[config.mk]
export PLATFORM = sky130hd
export DESIGN_NAME = btb_ctrl
export DESIGN_NICKNAME = d
export VERILOG_FILES = /design/src/rtl/btb_ctrl.sv
export SDC_FILE = /design/constraint.sdc
export NUM_CORES = 1
export LEC_CHECK = 0
export ABC_CLOCK_PERIOD_IN_PS = 3150
export CORE_MARGIN = 4
export CORE_UTILIZATION = 43
export CTS_CLUSTER_DIAMETER = 40
export DETAILED_ROUTE_END_ITERATION = 8
export GPL_TIMING_DRIVEN = 0
export PLACE_DENSITY = 0.88
export SETUP_SLACK_MARGIN = 0.3
export SLEW_MARGIN = 30
export SYNTH_ARGS = -nofsm -noshare
export SYNTH_HDL_FRONTEND = slang
export SYNTH_SLANG_ARGS = --single-unit
[constraint.sdc]
create_clock -name clk -period 3.15 [get_ports clk]
set_input_delay 0.63 -clock clk [delete_from_list [all_inputs] [get_ports clk]]
set_output_delay 0.63 -clock clk [all_outputs]
set_load 0.005 [all_outputs]
[src/rtl/btb_ctrl.sv]
// Branch target buffer controller for a 256x32 dual-port SRAM.
// Port 0 handles fetch lookups. Port 1 handles updates and the clear sweep. In-flight writes are forwarded to lookups.
module btb_ctrl #(
  parameter int IDX_W = 8,
  parameter int TAG_W = 7,
  parameter int TGT_W = 24
) (
  input  logic             clk,
  input  logic             rst_n,
  input  logic             flush,
  input  logic             lookup_valid,
  output logic             lookup_ready,
  input  logic [31:0]      lookup_pc,
  output logic             resp_valid,
  output logic             resp_hit,
  output logic [31:0]      resp_target,
  input  logic             upd_valid,
  output logic             upd_ready,
  input  logic [31:0]      upd_pc,
  input  logic [31:0]      upd_target,
  input  logic             upd_inval,
  output logic             init_done,
  output logic             sram_csb0,
  output logic             sram_web0,
  output logic [IDX_W-1:0] sram_addr0,
  input  logic [31:0]      sram_dout0,
  output logic             sram_csb1,
  output logic             sram_web1,
  output logic [IDX_W-1:0] sram_addr1,
  output logic [31:0]      sram_din1
);

  localparam int HI_LSB = TGT_W + 2;
  localparam int TAG_LSB = IDX_W + 2;
  localparam int VBIT = TAG_W + TGT_W;

  // Handshake: a lookup or update is taken in any cycle where valid && ready.
  // Ready is high for the whole of RUN and low for the whole of INIT.
  typedef enum logic {INIT, RUN} state_t;

  state_t             state;
  logic [IDX_W-1:0]   cnt;
  logic               run;

  logic [IDX_W-1:0]   lk_idx;
  logic [TAG_W-1:0]   lk_tag;
  logic [IDX_W-1:0]   up_idx;
  logic [TAG_W-1:0]   up_tag;
  logic               up_rep;
  logic [31:0]        up_word;

  logic               pw_valid;
  logic [IDX_W-1:0]   pw_idx;
  logic [31:0]        pw_data;

  logic               fsel_v;
  logic [31:0]        fsel_d;
  logic               fwd_v;
  logic [31:0]        fwd_d;
  logic [TAG_W-1:0]   r_tag;
  logic [31-HI_LSB:0] r_hi;
  logic [31:0]        entry;
  logic               unused;

  assign run    = (state == RUN);
  assign lk_idx = lookup_pc[IDX_W+1:2];
  assign lk_tag = lookup_pc[IDX_W+TAG_W+1:TAG_LSB];
  assign up_idx = upd_pc[IDX_W+1:2];
  assign up_tag = upd_pc[IDX_W+TAG_W+1:TAG_LSB];
  assign up_rep = (upd_target[31:HI_LSB] == upd_pc[31:HI_LSB]);
  // Invalidates and unrepresentable targets both store an all-zero (invalid) word.
  assign up_word = (upd_inval || !up_rep) ? '0 : {1'b1, up_tag, upd_target[TGT_W+1:2]};

  assign lookup_ready = run;
  assign upd_ready    = run;
  assign sram_csb0    = ~(run & lookup_valid);
  assign sram_web0    = 1'b1;
  assign sram_addr0   = run ? lk_idx : '0;

  always_comb begin
    sram_csb1  = 1'b1;
    sram_web1  = 1'b1;
    sram_addr1 = '0;
    sram_din1  = '0;
    if (!run && rst_n) begin
      sram_csb1  = 1'b0;
      sram_web1  = 1'b0;
      sram_addr1 = cnt;
    end else if (run && upd_valid) begin
      sram_csb1  = 1'b0;
      sram_web1  = 1'b0;
      sram_addr1 = up_idx;
      sram_din1  = up_word;
    end
  end

  // The write issued this cycle is newer than the one from last cycle, so it wins.
  always_comb begin
    fsel_v = 1'b0;
    fsel_d = '0;
    if (!sram_csb1 && (sram_addr1 == lk_idx)) begin
      fsel_v = 1'b1;
      fsel_d = sram_din1;
    end else if (pw_valid && (pw_idx == lk_idx)) begin
      fsel_v = 1'b1;
      fsel_d = pw_data;
    end
  end

  always_ff @(posedge clk or negedge rst_n) begin
    if (!rst_n) begin
      state      <= INIT;
      cnt        <= '0;
      init_done  <= 1'b0;
      resp_valid <= 1'b0;
      r_tag      <= '0;
      r_hi       <= '0;
      fwd_v      <= 1'b0;
      fwd_d      <= '0;
      pw_valid   <= 1'b0;
      pw_idx     <= '0;
      pw_data    <= '0;
    end else begin
      pw_valid   <= ~sram_csb1;
      pw_idx     <= sram_addr1;
      pw_data    <= sram_din1;
      resp_valid <= run & lookup_valid & ~flush;
      if (run && lookup_valid) begin
        r_tag <= lk_tag;
        r_hi  <= lookup_pc[31:HI_LSB];
        fwd_v <= fsel_v;
        fwd_d <= fsel_d;
      end
      case (state)
        INIT: begin
          if (flush) begin
            cnt <= '0;
          end else begin
            cnt <= cnt + 1'b1;
            if (&cnt) begin
              state     <= RUN;
              init_done <= 1'b1;
            end
          end
        end
        RUN: begin
          if (flush) begin
            state     <= INIT;
            cnt       <= '0;
            init_done <= 1'b0;
          end
        end
        default: state <= INIT;
      endcase
    end
  end

  assign entry       = fwd_v ? fwd_d : sram_dout0;
  assign resp_hit    = resp_valid & entry[VBIT] & (entry[VBIT-1:TGT_W] == r_tag);
  assign resp_target = resp_hit ? {r_hi, entry[TGT_W-1:0], 2'b00} : '0;

  assign unused = ^{lookup_pc, upd_pc, upd_target};

endmodule

==> results.sh, run 1 <==
export IMPL_run_status="complete, but fails checks"
export IMPL_failed_checks="negative setup slack"
export IMPL_cts_htree_levels=3
export IMPL_detail_route_drc_violations=0
export IMPL_postSynthCellCount=525
export IMPL_stdcell_count=931
export IMPL_setup_worst_path_class="reg2out"
export IMPL_fin_hold_ws_ps=117
export IMPL_detailedPlace_worstSlack_ps=-1210
export IMPL_final_min_clock_period_ps=3180
export IMPL_fin_area_sq_um=8420
export IMPL_synth_async_reset_ratio_pct=100
export IMPL_synth_enable_flop_cells=0
export IMPL_floorplan_core_area_sq_um=11500
export IMPL_timing_max_transition_violations_final=0
export IMPL_fraction_of_the_core_area_covered_by_cells_at_the_end_of_the_flow_pct=73.1
export IMPL_cts_reportedPaths_clkPinSlew_ps=60
export IMPL_max_cap_violations=0
export IMPL_die_x_um=117
export IMPL_synth_cells_most_frequent="98 x dfrtp_1, 80 x nand2_1, 75 x nand3_1, 45 x and2_1, 32 x mux2i_1"
export IMPL_setup_worst_path_end_class="output port"
export IMPL_largest_cells_by_area_after_synthesis="dfrtp_1 48%, nand3_1 7.3%, mux2i_1 6.3%"
export IMPL_drtPass1Iterations=6
export IMPL_arrival_ps=2550
export IMPL_cts_buffers=9
export IMPL_cellPowerDensity_nw_per_um2=339
export IMPL_final_period_utilization_pct=101
export IMPL_synthesis_area_per_instance_sq_um=9.75
export IMPL_clock_tree_root_cell="clkbuf_16"
export IMPL_detailroute_via_count=4894
export IMPL_grt_first_pass_wirelength_um=26100
export IMPL_max_slew_margin_rel_pct=50.0
export IMPL_worst_path_max_fanout=6
export IMPL_gpl_final_weighted_congestion=0.822
export IMPL_synth_seq_area_share_pct=47.9
export IMPL_clock_tree_buffer_depth=2
export IMPL_routed_wl_um=17500
export IMPL_post_place_cells=860
export IMPL_place_port_buffers=190
export IMPL_area_growth_pct=64.5
export IMPL_die_height_um=117
export IMPL_finish_stage_setup_viols=21
export IMPL_cts_tree="built"
export IMPL_detailedRoute_firstIterationViolations=347
export IMPL_finish_net_count=917
export IMPL_routed_via_density=5.26
export IMPL_clock_skew_ps=6.02
export IMPL_antenna_violating_nets_post_route=0
export IMPL_floorplan_die_area_sq_um=13700
export IMPL_finalHoldViolations=0
export IMPL_rows=39
export IMPL_clock_insertion_delay_worst_skew_ps=340
export IMPL_post_synth_num_cell_types=44
export IMPL_floorplan_initialDensity_pct=44.5
export IMPL_groute_usage_overall_pct=24.8
export IMPL_hold_path_class="in2async"
export IMPL_detailed_place_area_sq_um=7230
export IMPL_hpwl_um=12000
export IMPL_postSynthRegisterBits=98
export IMPL_grt_max_degree=69
export IMPL_syn_cell_area_sq_um=5120
export IMPL_ir_worst_vdd_v=0.000267
export IMPL_critical_path_startpoint_type="flop"
export IMPL_synth_largest_area_cell="dfrtp_1"
export IMPL_clock_sinks=98
export IMPL_avgRoutedWirePerCell_um=18.8
export IMPL_ctsHoldBuffers=0
export IMPL_synthFlopType="dfrtp_1"
export IMPL_synth_largest_type_area_fraction_pct=47.9
export IMPL_critPathRequiredTime_ps=2520
export IMPL_grt_remaining_overflow=0
export IMPL_antenna_found_initial=1
export IMPL_worst_slew_pin_transition_ps=750
export IMPL_cell_with_the_most_instances_after_synthesis="dfrtp_1"
export IMPL_grt_setup_unrepaired="true"
export IMPL_filler_cell_count=826
export IMPL_fmax_mhz=314
export IMPL_io_pins=223
export IMPL_fin_ws_ps=-31.9
export IMPL_number_of_global_route_vias_before_repair=5163
export IMPL_yosys_warnings=0
export IMPL_post_route_cells_drive_above_1_share_pct=33.3
export IMPL_p_leak_nw=4.02
## path summary, 6_finish.rpt
path	slack, ps	from	end	cells after the start
setup / recovery	-30	fwd_v$_DFFE_PN0P_	resp_target[25]	11
hold / removal	120	rst_n	pw_idx[2]$_DFF_PN0_	1
setup reg to reg	660	lookup_ready$_DFF_PN0_	fwd_d[18]$_DFFE_PN0P_	9
hold reg to reg	460	pw_data[9]$_DFF_PN0_	fwd_d[9]$_DFFE_PN0P_	2
max in group asynchronous	2450	rst_n	pw_data[11]$_DFF_PN0_	2
min in group clk	460	pw_data[9]$_DFF_PN0_	fwd_d[9]$_DFFE_PN0P_	2
## area by class of cell
type	instances	area, sq um	area share (%)
timing repair buffer	245	2430	28.8
inverter	5	31.3	0.371
multi-input combinational	381	2630	31.2
tap	143	179	2.12
sequential	98	2450	29.1
clock buffer	11	253	3.00
clock inverter	5	62.6	0.743
buffer	42	380	4.52
antenna	1	2.50	0.0297
## state kept, by name, indices dropped and copies added, names as in the netlist
| signal | cells |
|---|---|
| cnt | 8 |
| fwd_d | 32 |
| fwd_v | 1 |
| init_done | 1 |
| lookup_ready | 1 |
| pw_data | 32 |
| pw_idx | 8 |
| pw_valid | 1 |
| r_hi | 6 |
| r_tag | 7 |
| resp_valid | 1 |
## critical path, cell delays in order, from the launching register on
cell	delay, ps
dfrtp_1	370
buf_6	130
buf_12	120
mux2i_2	180
xor2_1	200
nand4_1	150
or4_4	440
buf_6	150
buf_6	130
buf_16	140
nor2_4	80
buf_2	120
## per-layer routing
layer	vias up	global-route usage, %	routed length (um)	share of wire, %
met5	-	0	0	0
met4	0	9.63	434	2.5
met3	34	4.52	1090	6.2
met2	187	43.3	9180	53
met1	2400	30.5	6750	39
li1	2273	-	-	-
## placed cells by master (no fill, tap or decap), drive strengths merged, types with 4 or more instances in the layout
master | Yosys | final
nand4b | 5 | 5
o21ai | 8 | 8
nand2 | 80 | 80
a21oi | 4 | 4
clkdlybuf4s50 | 0 | 109
dfrtp | 98 | 98
nor2 | 40 | 40
nor2b | 4 | 4
mux2i | 32 | 32
dlygate4sd2 | 0 | 4
and2 | 45 | 45
o22a | 4 | 4
xnor2 | 15 | 15
a22o | 4 | 4
xor2 | 17 | 17
inv | 5 | 4
nand3 | 75 | 75
buf | 31 | 156
clkbuf | 11 | 21
mux2 | 14 | 14
dlymetal6s2s | 0 | 8
## report_power, final
group          internal [W]  switching [W]  leakage [nW]  total (W)
Clock              0.000662       0.000476         0.148    0.00114
Combinational      0.000241       0.000184          2.52   0.000425
Sequential          0.00128      0.0000153          1.35    0.00130
## per-stage QoR
step | setup TNS (ps) | power (W)
floorplan | 0 | 0.00148
global placement | -404730 | 0.00168
detailed placement | -49390 | 0.00169
CTS | -1510 | 0.00285
global route | -2490 | 0.00296
finish | -294 | 0.00286
## cells by family after synthesis
group / after synthesis / share of synthesized area, %
fa+ha+maj: 1 / 0.244
simple gates: 269 / 26.6
other cells: 2 / 0.147
xor+xnor: 32 / 5.47
buf+inv: 47 / 5.82
mux: 46 / 9.34
flops: 98 / 47.9
compound gates: 30 / 4.52
## what timing repair did
action,CTS,global route
gates cloned,5,0
buffers inserted,34,15
setup endpoints to repair,86,95
resized for setup,405,46
hold endpoints to repair,0,0
pin swaps,54,18
Note: power is estimated with default switching activity, not from simulation.
==> run 2, diff against run 1 <==
--- a/config.mk
+++ b/config.mk
@@ -5,13 +5,14 @@
 export SDC_FILE = /design/constraint.sdc
 export NUM_CORES = 1
 export LEC_CHECK = 0
+export ABC_AREA = 1
 export ABC_CLOCK_PERIOD_IN_PS = 3150
 export CORE_MARGIN = 4
-export CORE_UTILIZATION = 43
+export CORE_UTILIZATION = 44
 export CTS_CLUSTER_DIAMETER = 40
 export DETAILED_ROUTE_END_ITERATION = 8
 export GPL_TIMING_DRIVEN = 0
-export PLACE_DENSITY = 0.88
+export PLACE_DENSITY = 0.87
 export SETUP_SLACK_MARGIN = 0.3
 export SLEW_MARGIN = 30
 export SYNTH_ARGS = -nofsm -noshare
==> results.sh, run 2 <==
export IMPL_critical_path_startpoint="fwd_v$_DFFE_PN0P_"
export IMPL_cts_htree_levels=3
export IMPL_largest_cells_by_area_after_synthesis="dfrtp_1 44%, nand2_1 14%, nand3_1 13%"
export IMPL_post_route_cells_drive_above_1_share_pct=25.1
export IMPL_postSynthRegisterBits=98
export IMPL_groute_usage_overall_pct=26.9
export IMPL_cp_depth=11
export IMPL_syn_cell_area_sq_um=5570
export IMPL_antenna_found_initial=0
export IMPL_cell_with_the_most_instances_after_synthesis="nand2_1"
export IMPL_post_synth_num_cell_types=35
export IMPL_detail_route_drc_violations=0
export IMPL_critical_path_startpoint_type="flop"
export IMPL_most_common_layout_cells="202 x nand2_1, 149 x nand3_1, 114 x clkdlybuf4s50_1, 97 x dfrtp_1"
export IMPL_run_status="finished clean"
export IMPL_ir_worst_vdd_v=0.000366
export IMPL_worst_setup_path_endpoint="resp_target[4]"
export IMPL_synth_async_reset_ratio_pct=100
export IMPL_synth_seq_area_share_pct=44.0
export IMPL_grt_max_degree=46
export IMPL_detailroute_via_count=6269
export IMPL_clock_insertion_delay_worst_skew_ps=350
export IMPL_worst_path_max_fanout=5
export IMPL_timing_max_transition_violations_final=0
export IMPL_arrival_ps=2340
export IMPL_detailedRoute_firstIterationViolations=525
export IMPL_synth_largest_area_cell="dfrtp_1"
export IMPL_clock_skew_ps=9.18
export IMPL_critPathTopFamily="buffers and inverters"
export IMPL_number_of_global_route_vias_before_repair=6106
export IMPL_cp_buffers_inverters=5
export IMPL_finish_net_count=1123
export IMPL_hold_path_class="in2async"
export IMPL_synthesis_area_per_instance_sq_um=7.60
export IMPL_critical_path_max_stage_delay_ps=480
export IMPL_r2r_cells=17
export IMPL_drtPass1Iterations=5
export IMPL_rows=40
export IMPL_reg2reg_launch_point="lookup_ready$_DFF_PN0_"
export IMPL_worstPathCellList="buf_6 > or2_4 > o21ai_4 > o22ai_1 > nor2_1 > nand4_1 > buf_6 > buf_6 > buf_8 > nor2_2 > buf_2"
export IMPL_worst_slew_pin_transition_ps=773
export IMPL_setup_worst_path_class="reg2out"
export IMPL_avgRoutedWirePerCell_um=17.8
export IMPL_fin_hold_ws_ps=137
export IMPL_r2r_path_end="fwd_d[19]$_DFFE_PN0P_"
export IMPL_routed_via_density=5.40
export IMPL_synth_enable_flop_cells=0
export IMPL_finalPower_w=0.00288
export IMPL_final_min_clock_period_ps=2970
export IMPL_area_growth_pct=60.3
export IMPL_antenna_violating_nets_post_route=0
export IMPL_grt_setup_unrepaired="true"
export IMPL_floorplan_core_area_sq_um=12200
export IMPL_yosys_warnings=0
export IMPL_io_pins=223
export IMPL_finalHoldViolations=0
export IMPL_hpwl_um=13700
export IMPL_max_slew_margin_rel_pct=48.0
export IMPL_max_cap_violations=0
export IMPL_floorplan_initialDensity_pct=45.6
export IMPL_final_period_utilization_pct=94.2
export IMPL_cellPowerDensity_nw_per_um2=323
export IMPL_clock_sinks=98
export IMPL_cts_reportedPaths_clkPinSlew_ps=70
export IMPL_finish_stage_setup_viols=0
export IMPL_filler_cell_count=909
export IMPL_most_common_cell_type_on_the_critical_path="buf_6"
export IMPL_setup_worst_path_end_class="output port"
export IMPL_cts_buffers=9
export IMPL_ctsHoldBuffers=0
export IMPL_gpl_final_weighted_congestion=0.915
export IMPL_routed_wl_um=20700
export IMPL_r2r_slack_ps=880
export IMPL_critPathRequiredTime_ps=2520
export IMPL_cts_tree="built"
export IMPL_clock_tree_root_cell="clkbuf_16"
export IMPL_die_height_um=121
export IMPL_die_x_um=121
export IMPL_synthFlopType="dfrtp_1"
export IMPL_synth_cells_most_frequent="208 x nand2_1, 149 x nand3_1, 98 x dfrtp_1, 57 x inv_1, 39 x nor2_1"
export IMPL_place_port_buffers=195
export IMPL_grt_remaining_overflow=0
export IMPL_postSynthCellCount=733
export IMPL_clock_tree_buffer_depth=2
export IMPL_floorplan_die_area_sq_um=14500
export IMPL_largestRegisters="fwd_d: 32 flops, pw_data: 32 flops"
export IMPL_synth_largest_type_area_fraction_pct=44.0
export IMPL_grt_first_pass_wirelength_um=31200
export IMPL_fmax_mhz=337
export IMPL_layout_cells_most_common="nand2_1"
export IMPL_p_leak_nw=4.87
export IMPL_cp_slowest_cell="dfrtp_2"
==> run 2: cell count changes in the layout (fill, tap and decap cells not counted), moves of 14 or more <==
cell / previous run / this run
nand2_1: 78 / 202
nand3_1: 75 / 149
buf_6: 66 / 11
inv_1: 4 / 53
and2_4: 36 / 0
nor3b_4: 0 / 28
buf_2: 38 / 53
clkbuf_2: 1 / 15
mux2_2: 14 / 0
==> run 2: logic make-up (layout without fill, tap and decap cells) <==
group	Yosys count	count (layout)	synth area share, %
compound gates	39	39	3.95
xor+xnor	6	6	0.944
fa+ha+maj	1	1	0.225
buf+inv	112	371	9.14
flops	98	98	44.0
mux	24	24	4.31
other cells	2	4	0.135
simple gates	451	451	37.3
==> run 2: cell type report <==
| cell class | count | area (sq um) | share of cell area [%] |
|---|---|---|---|
| Tap cell | 168 | 210 | 2.35 |
| Clock inverter | 7 | 106 | 1.19 |
| Sequential cell | 98 | 2450 | 27.5 |
| Multi-Input combinational cell | 524 | 3090 | 34.6 |
| Timing Repair Buffer | 243 | 2170 | 24.3 |
| Antenna cell | 1 | 2.50 | 0.0280 |
| Clock buffer | 9 | 225 | 2.52 |
| Buffer | 50 | 433 | 4.85 |
| Inverter | 62 | 245 | 2.75 |
==> run 2: metal layers <==
layer / wire [um] / vias to the layer above / share of wire [%] / track usage (%)
met1: 7950 / 2957 / 38 / 33.3
met5: 0 / - / 0 / 0
met4: 783 / 0 / 3.8 / 9.70
met2: 10300 / 349 / 49 / 46.2
met3: 1740 / 56 / 8.4 / 6.13
li1: - / 2907 / - / -
==> run 2: how the worst min path moves through the flow <==
stage	start	endpoint	slack, ps	cells after the start
final	rst_n	lookup_ready$_DFF_PN0_	140	1
after floorplan	rst_n	cnt[0]$_DFFE_PN0P_	330	0
after global routing	rst_n	init_done$_DFFE_PN0P_	140	1
after global placement	fwd_d[31]$_DFFE_PN0P_	fwd_d[31]$_DFFE_PN0P_	460	2
after detailed placement	fwd_d[11]$_DFFE_PN0P_	fwd_d[11]$_DFFE_PN0P_	470	2
after CTS	rst_n	init_done$_DFFE_PN0P_	180	1
==> run 2: power by group <==
group / total [W] / internal (W) / leakage [nW] / switching (W)
sequential: 0.00127 / 0.00127 / 1.31 / 0.00000454
combinational: 0.000384 / 0.000203 / 3.40 / 0.000180
clock: 0.00123 / 0.000712 / 0.163 / 0.000516
==> run 2: metrics by stage <==
stage / cell area (sq um) / setup WS [ps] / setup TNS (ps) / cells / util [%]
after global placement: 7740 / -3240 / -413630 / 1097 / 63.4
after CTS: 8710 / 280 / 0 / 1147 / 71.3
after detailed placement: 7760 / -641 / -31200 / 1098 / 63.6
final: 8930 / 184 / 0 / 1162 / 73.1
after floorplan: 5570 / 837 / 0 / 734 / -
after global routing: 8930 / 104 / 0 / 1161 / 73.1
==> run 2: repair_timing <==
item / in CTS / in global routing
gates resized for setup: 358 / 73
endpoints found under the setup margin: 70 / 66
gates cloned: 5 / 3
buffers inserted: 28 / 11
pin swaps: 39 / 35
